--- config.mk ---
export PLATFORM = sky130hd
export DESIGN_NAME = lcd_ctrl
export DESIGN_NICKNAME = d
export VERILOG_FILES = /design/src/rtl/lcd_ctrl.sv
export SDC_FILE = /design/constraint.sdc
export NUM_CORES = 1
export LEC_CHECK = 0
export BUFFER_PORTS_ARGS = -buffer_cell sky130_fd_sc_hd__buf_4
export CAP_MARGIN = 20
export CORE_MARGIN = 2
export CORE_UTILIZATION = 35
export CTS_CLUSTER_DIAMETER = 200
export DETAILED_ROUTE_END_ITERATION = 10
export PLACE_DENSITY = 0.51
export REMOVE_ABC_BUFFERS = 1
export SLEW_MARGIN = 5
export SYNTH_ARGS = -nofsm -noshare
export SYNTH_HDL_FRONTEND = slang
export SYNTH_SLANG_ARGS = --single-unit
--- constraint.sdc ---
create_clock -name clk -period 3 [get_ports clk]
set_input_delay 0.3 -clock clk [delete_from_list [all_inputs] [get_ports clk]]
set_output_delay 0.3 -clock clk [all_outputs]
set_load 0.005 [all_outputs]
--- src/rtl/lcd_ctrl.sv ---
// HD44780-style 16x2 character LCD controller: power-on wait, five-command
// init sequence, then character writes with cursor tracking, line wrap and clear.
module lcd_ctrl #(
  parameter int PWR_WAIT = 750000,
  parameter int CMD_WAIT = 2000,
  parameter int CLR_WAIT = 82000
) (
  input  logic       clk,
  input  logic       rst,
  input  logic       char_valid,
  input  logic [7:0] char_data,
  output logic       char_ready,
  input  logic       clr_req,
  output logic       init_done,
  output logic       wr_enable,
  input  logic       wr_finish,
  output logic       reg_sel,
  output logic [7:0] data_out,
  output logic       cur_line,
  output logic [3:0] cur_col
);

  localparam int MAX_WAIT = (PWR_WAIT > CMD_WAIT) ?
                            ((PWR_WAIT > CLR_WAIT) ? PWR_WAIT : CLR_WAIT) :
                            ((CMD_WAIT > CLR_WAIT) ? CMD_WAIT : CLR_WAIT);
  localparam int CW = ($clog2(MAX_WAIT + 1) > 17) ? $clog2(MAX_WAIT + 1) : 17;
  localparam logic [CW-1:0] CNT_ONE = CW'(1);

  typedef enum logic [2:0] {ST_PWR_WAIT, ST_ISSUE, ST_BUSY, ST_DELAY, ST_IDLE} state_t;
  // What the write in flight was for; decides where DELAY goes next.
  typedef enum logic [1:0] {OP_INIT, OP_CHAR, OP_ADDR, OP_CLR} op_t;

  state_t        st;
  op_t           op;
  logic [CW-1:0] cnt;
  logic [2:0]    init_idx;

  function automatic logic [7:0] init_cmd(input logic [2:0] idx);
    case (idx)
      3'd0:    return 8'h38;
      3'd1:    return 8'h0C;
      3'd2:    return 8'h01;
      3'd3:    return 8'h06;
      default: return 8'h80;
    endcase
  endfunction

  assign char_ready = (st == ST_IDLE) && init_done && !clr_req;

  always_ff @(posedge clk or posedge rst) begin
    if (rst) begin
      st        <= ST_PWR_WAIT;
      op        <= OP_INIT;
      cnt       <= '0;
      init_idx  <= 3'd0;
      wr_enable <= 1'b0;
      reg_sel   <= 1'b0;
      data_out  <= 8'h00;
      init_done <= 1'b0;
      cur_line  <= 1'b0;
      cur_col   <= 4'd0;
    end else begin
      case (st)
        ST_PWR_WAIT: begin
          if (cnt == CW'(PWR_WAIT)) begin
            st        <= ST_ISSUE;
            op        <= OP_INIT;
            init_idx  <= 3'd0;
            reg_sel   <= 1'b0;
            data_out  <= init_cmd(3'd0);
            wr_enable <= 1'b1;
          end else begin
            cnt <= cnt + CNT_ONE;
          end
        end
        ST_ISSUE: begin
          wr_enable <= 1'b0;
          st        <= ST_BUSY;
        end
        ST_BUSY: begin
          if (wr_finish) begin
            st  <= ST_DELAY;
            cnt <= (!reg_sel && data_out == 8'h01) ? CW'(CLR_WAIT) : CW'(CMD_WAIT);
          end
        end
        ST_DELAY: begin
          if (cnt <= CNT_ONE) begin
            case (op)
              OP_INIT: begin
                if (init_idx == 3'd4) begin
                  init_done <= 1'b1;
                  cur_line  <= 1'b0;
                  cur_col   <= 4'd0;
                  st        <= ST_IDLE;
                end else begin
                  init_idx  <= init_idx + 3'd1;
                  reg_sel   <= 1'b0;
                  data_out  <= init_cmd(init_idx + 3'd1);
                  wr_enable <= 1'b1;
                  st        <= ST_ISSUE;
                end
              end
              OP_CHAR: begin
                // Past the last column: wrap and move the LCD address to the other line.
                if (cur_col == 4'd15) begin
                  cur_col   <= 4'd0;
                  cur_line  <= ~cur_line;
                  reg_sel   <= 1'b0;
                  data_out  <= cur_line ? 8'h80 : 8'hC0;
                  wr_enable <= 1'b1;
                  op        <= OP_ADDR;
                  st        <= ST_ISSUE;
                end else begin
                  cur_col <= cur_col + 4'd1;
                  st      <= ST_IDLE;
                end
              end
              OP_CLR: begin
                cur_line <= 1'b0;
                cur_col  <= 4'd0;
                st       <= ST_IDLE;
              end
              default: st <= ST_IDLE;
            endcase
          end else begin
            cnt <= cnt - CNT_ONE;
          end
        end
        ST_IDLE: begin
          if (clr_req) begin
            reg_sel   <= 1'b0;
            data_out  <= 8'h01;
            wr_enable <= 1'b1;
            op        <= OP_CLR;
            st        <= ST_ISSUE;
          end else if (char_valid && char_ready) begin
            reg_sel   <= 1'b1;
            data_out  <= char_data;
            wr_enable <= 1'b1;
            op        <= OP_CHAR;
            st        <= ST_ISSUE;
          end
        end
        default: st <= ST_PWR_WAIT;
      endcase
    end
  end

endmodule

==> flow_metrics.py <==
metrics = {
    "detailed_routing": {
        "routed_via_density": 5.84,
        "wire_per_inst_um": 17.3,
        "drc_errors": 0,
        "drt_pre_antenna_iters": 5,
        "postRouteWirelength_um": 9010,
        "drt_iter0_markers": 244,
        "vias": 3043,
        "antenna_left": 0,
    },
    "yosys": {
        "synthArstFlopShare": 1.00,
        "synth_top_family_by_area": "simple AND/OR/NAND/NOR gates",
        "synth_area_leaders": "dfrtp_1 34%, a21oi_1 5.0%, ha_1 4.3%",
        "synth_xor_area_frac": 0.00543,
        "synthAdderAreaFrac": 0.0427,
        "ys_seq_area_frac": 0.342,
        "synth_area_per_cell_um2": 8.35,
        "yosysMostFrequentCell": "dfrtp_1",
        "synth_top_cell_area_share": 0.342,
        "yosysTopAreaCell": "dfrtp_1",
        "syn_area_mm2": 0.00322,
        "yosys.area_share.simple": 0.266,
        "synthMuxAreaShare": 0.0373,
        "syn_inst": 386,
        "ys.flop_type": "dfrtp_1",
        "ys_warn_count": 0,
        "synthTopCellsByCount": "44 x dfrtp_1, 36 x nand2_1, 32 x a21oi_1, 32 x nor2_1, 27 x o21ai_0",
        "yosysUniqueCellTypes": 64,
        "synth-compound-area-share": 0.233,
        "synth-seq-cells": 44,
        "synth-edff-count": 0,
    },
    "finish": {
        "final_area_mm2": 0.00365,
        "n_antenna_cell": 0,
        "fin_cells": 521,
        "layout-drive-gt1-share": 0.180,
        "nets": 434,
        "syn_to_final_growth_pct": 13.2,
    },
    "flow_run": {
        "cap_violations": 0,
    },
    "sta": {
        "finalHoldViolCount": 0,
        "post-route-min-period_ns": 2.61,
        "finalSetupViolCount": 0,
        "fmax_mhz": 383,
        "clock_skew_ns": 0.00624,
        "slew_violations": 0,
        "hold_ws_ns": 0.0188,
        "rsz0062_at_grt": "false",
        "max_slew_margin": 0.533,
        "setup_tns_ns": 0,
        "tightest_slew_ns": 0.696,
        "period_share": 0.870,
    },
    "grt": {
        "overflow": 0,
        "track_usage": 0.187,
        "grt_antenna_before_repair": 0,
        "grt_use_met1": 0.273,
        "busiest_layer": "met2",
        "grt_first_pass_wirelength_um": 14900,
        "grt_max_degree": 45,
        "grt_pass1_vias": 2859,
        "grt_use_met2": 0.293,
        "grtUsageMet3": 0.0202,
    },
    "clocking": {
        "root_buffer": "clkbuf_8",
        "cts_max_level": 2,
        "clkTransAtPathRegs_ns": 0.09,
        "cts.sink_count": 44,
        "numCtsBuffers": 5,
        "ctsResizeCount": 0,
        "clockBufferDepth": 2,
        "cts-hold-fix-buffers": 0,
        "clock_latency_ns": 0.30,
        "cts_tree": "built",
        "postCtsSetupBuffers": 0,
    },
    "setup_path": {
        "ff2ff_path_depth": 8,
        "crit_chain": "inv_1 > ha_1 > or2_2 > and4_4 > or3_1 > buf_4 > or4_1 > nand3_1",
        "critPathMaxFanout": 26,
        "end_kind": "register",
        "cp.arrival_ns": 2.85,
        "slowest_delay_ns": 0.49,
        "cpMaxStageDelayCell": "or4_1",
        "critical_path_class": "register to register",
        "startpoint_type": "register",
        "critical_path_required_ns": 3.24,
    },
    "pwr": {
        "seq_power_share": 0.505,
        "clkPwrFrac": 0.470,
        "switching_power_mw": 0.240,
        "p_per_area_mw_per_mm2": 322,
        "swShare": 0.205,
        "p_leak_nw": 1.57,
        "power.internal_mw": 0.933,
        "ir_drop_mv": 0.178,
        "power.total_mw": 1.17,
        "p_comb_frac": 0.025,
    },
    "placement": {
        "io_buffers": 29,
        "place_inst": 513,
        "finalWeightedCongestion": 0.855,
        "placed_area_mm2": 0.00350,
        "dp_hpwl_um": 6460,
    },
    "worst_hold_path": {
        "hold_path_class": "input port to asynchronous set/reset pin",
    },
    "die": {
        "die_h_um": 100,
        "chipWidth_um": 100,
        "fp.dieArea_mm2": 0.00999,
        "start_util": 0.356,
        "ios": 30,
        "rows": 35,
        "fp.coreArea_mm2": 0.00906,
    },
    "outcome": {
        "status": "completed",
    },
}
==> worst paths after layout <==
check                           start  slack [ns]         end
max                            cnt[0]        0.39     cnt[19]
min                               rst        0.02       st[0]
max reg2reg                    cnt[0]        0.39     cnt[19]
min reg2reg                cur_col[3]        0.53  cur_col[3]
max in group asynchronous         rst        2.47     cnt[15]
min in group clk           char_valid        0.28     reg_sel
==> per-stage QoR <==
stage,util,worst slack [ns]
6_report,0.402,0.391
5_1_grt,0.402,0.216
4_1_cts,0.400,0.403
3_5_place_dp,0.386,0.431
3_3_place_gp,0.386,0.476
2_1_floorplan,-,0.223
==> critical path: cells and delay by family, from the launching register on <==
kind	cells	cell delay (ns)
DFF	1	0.48
adders and majority gates	1	0.24
and+or+nand+nor	5	1.44
buffers and inverters	2	0.39
==> state kept, by name, indices dropped and copies added (netlist names) <==
| name | flops |
|---|---|
| cnt | 20 |
| st | 3 |
| data_out | 8 |
| wr_enable | 1 |
| cur_line | 1 |
| reg_sel | 1 |
| cur_col | 4 |
| op | 2 |
| init_idx | 3 |
| init_done | 1 |
==> layout make-up <==
cell class	instances	area (um2)
clock inverters	2	60.1
multi-input cells	301	1880
flip-flops and latches	44	1100
clock buffers	5	68.8
well taps	111	139
fillers	911	5420
repair buffers	44	343
inverters	14	52.6
==> logic make-up after synthesis <==
group	Yosys count
AO/OA/AOI/OAI	119
flip-flops	44
adder cells (fa/ha/maj)	11
multiplexers	11
XOR/XNOR	2
AND/OR/NAND/NOR	158
buffers and inverters	41
==> layout by cell type (no fill, tap or decap), types with 12 or more instances in the layout <==
cell type,instances
nand2_1,36
nand3_1,24
dfrtp_1,44
buf_4,43
o31ai_1,15
inv_1,13
nor3_1,12
nor2_1,32
a21oi_1,32
o21ai_0,27
==> power by group through the flow <==
stage | registers, mW | logic, mW | clock network, mW
final | 0.592 | 0.0294 | 0.552
after global routing | 0.593 | 0.0335 | 0.603
after CTS | 0.593 | 0.0278 | 0.567
after detailed placement | 0.604 | 0.0278 | 0
after floorplan | 0.604 | 0.00905 | 0
after global placement | 0.604 | 0.0274 | 0
==> metal layers <==
| layer | vias to the layer above | routed length (um) |
|---|---|---|
| li1 | 1486 | - |
| met1 | 1439 | 4380 |
| met2 | 106 | 4010 |
| met3 | 12 | 469 |
| met4 | 0 | 156 |
| met5 | - | 0 |
(Power assumes the default switching activity.)
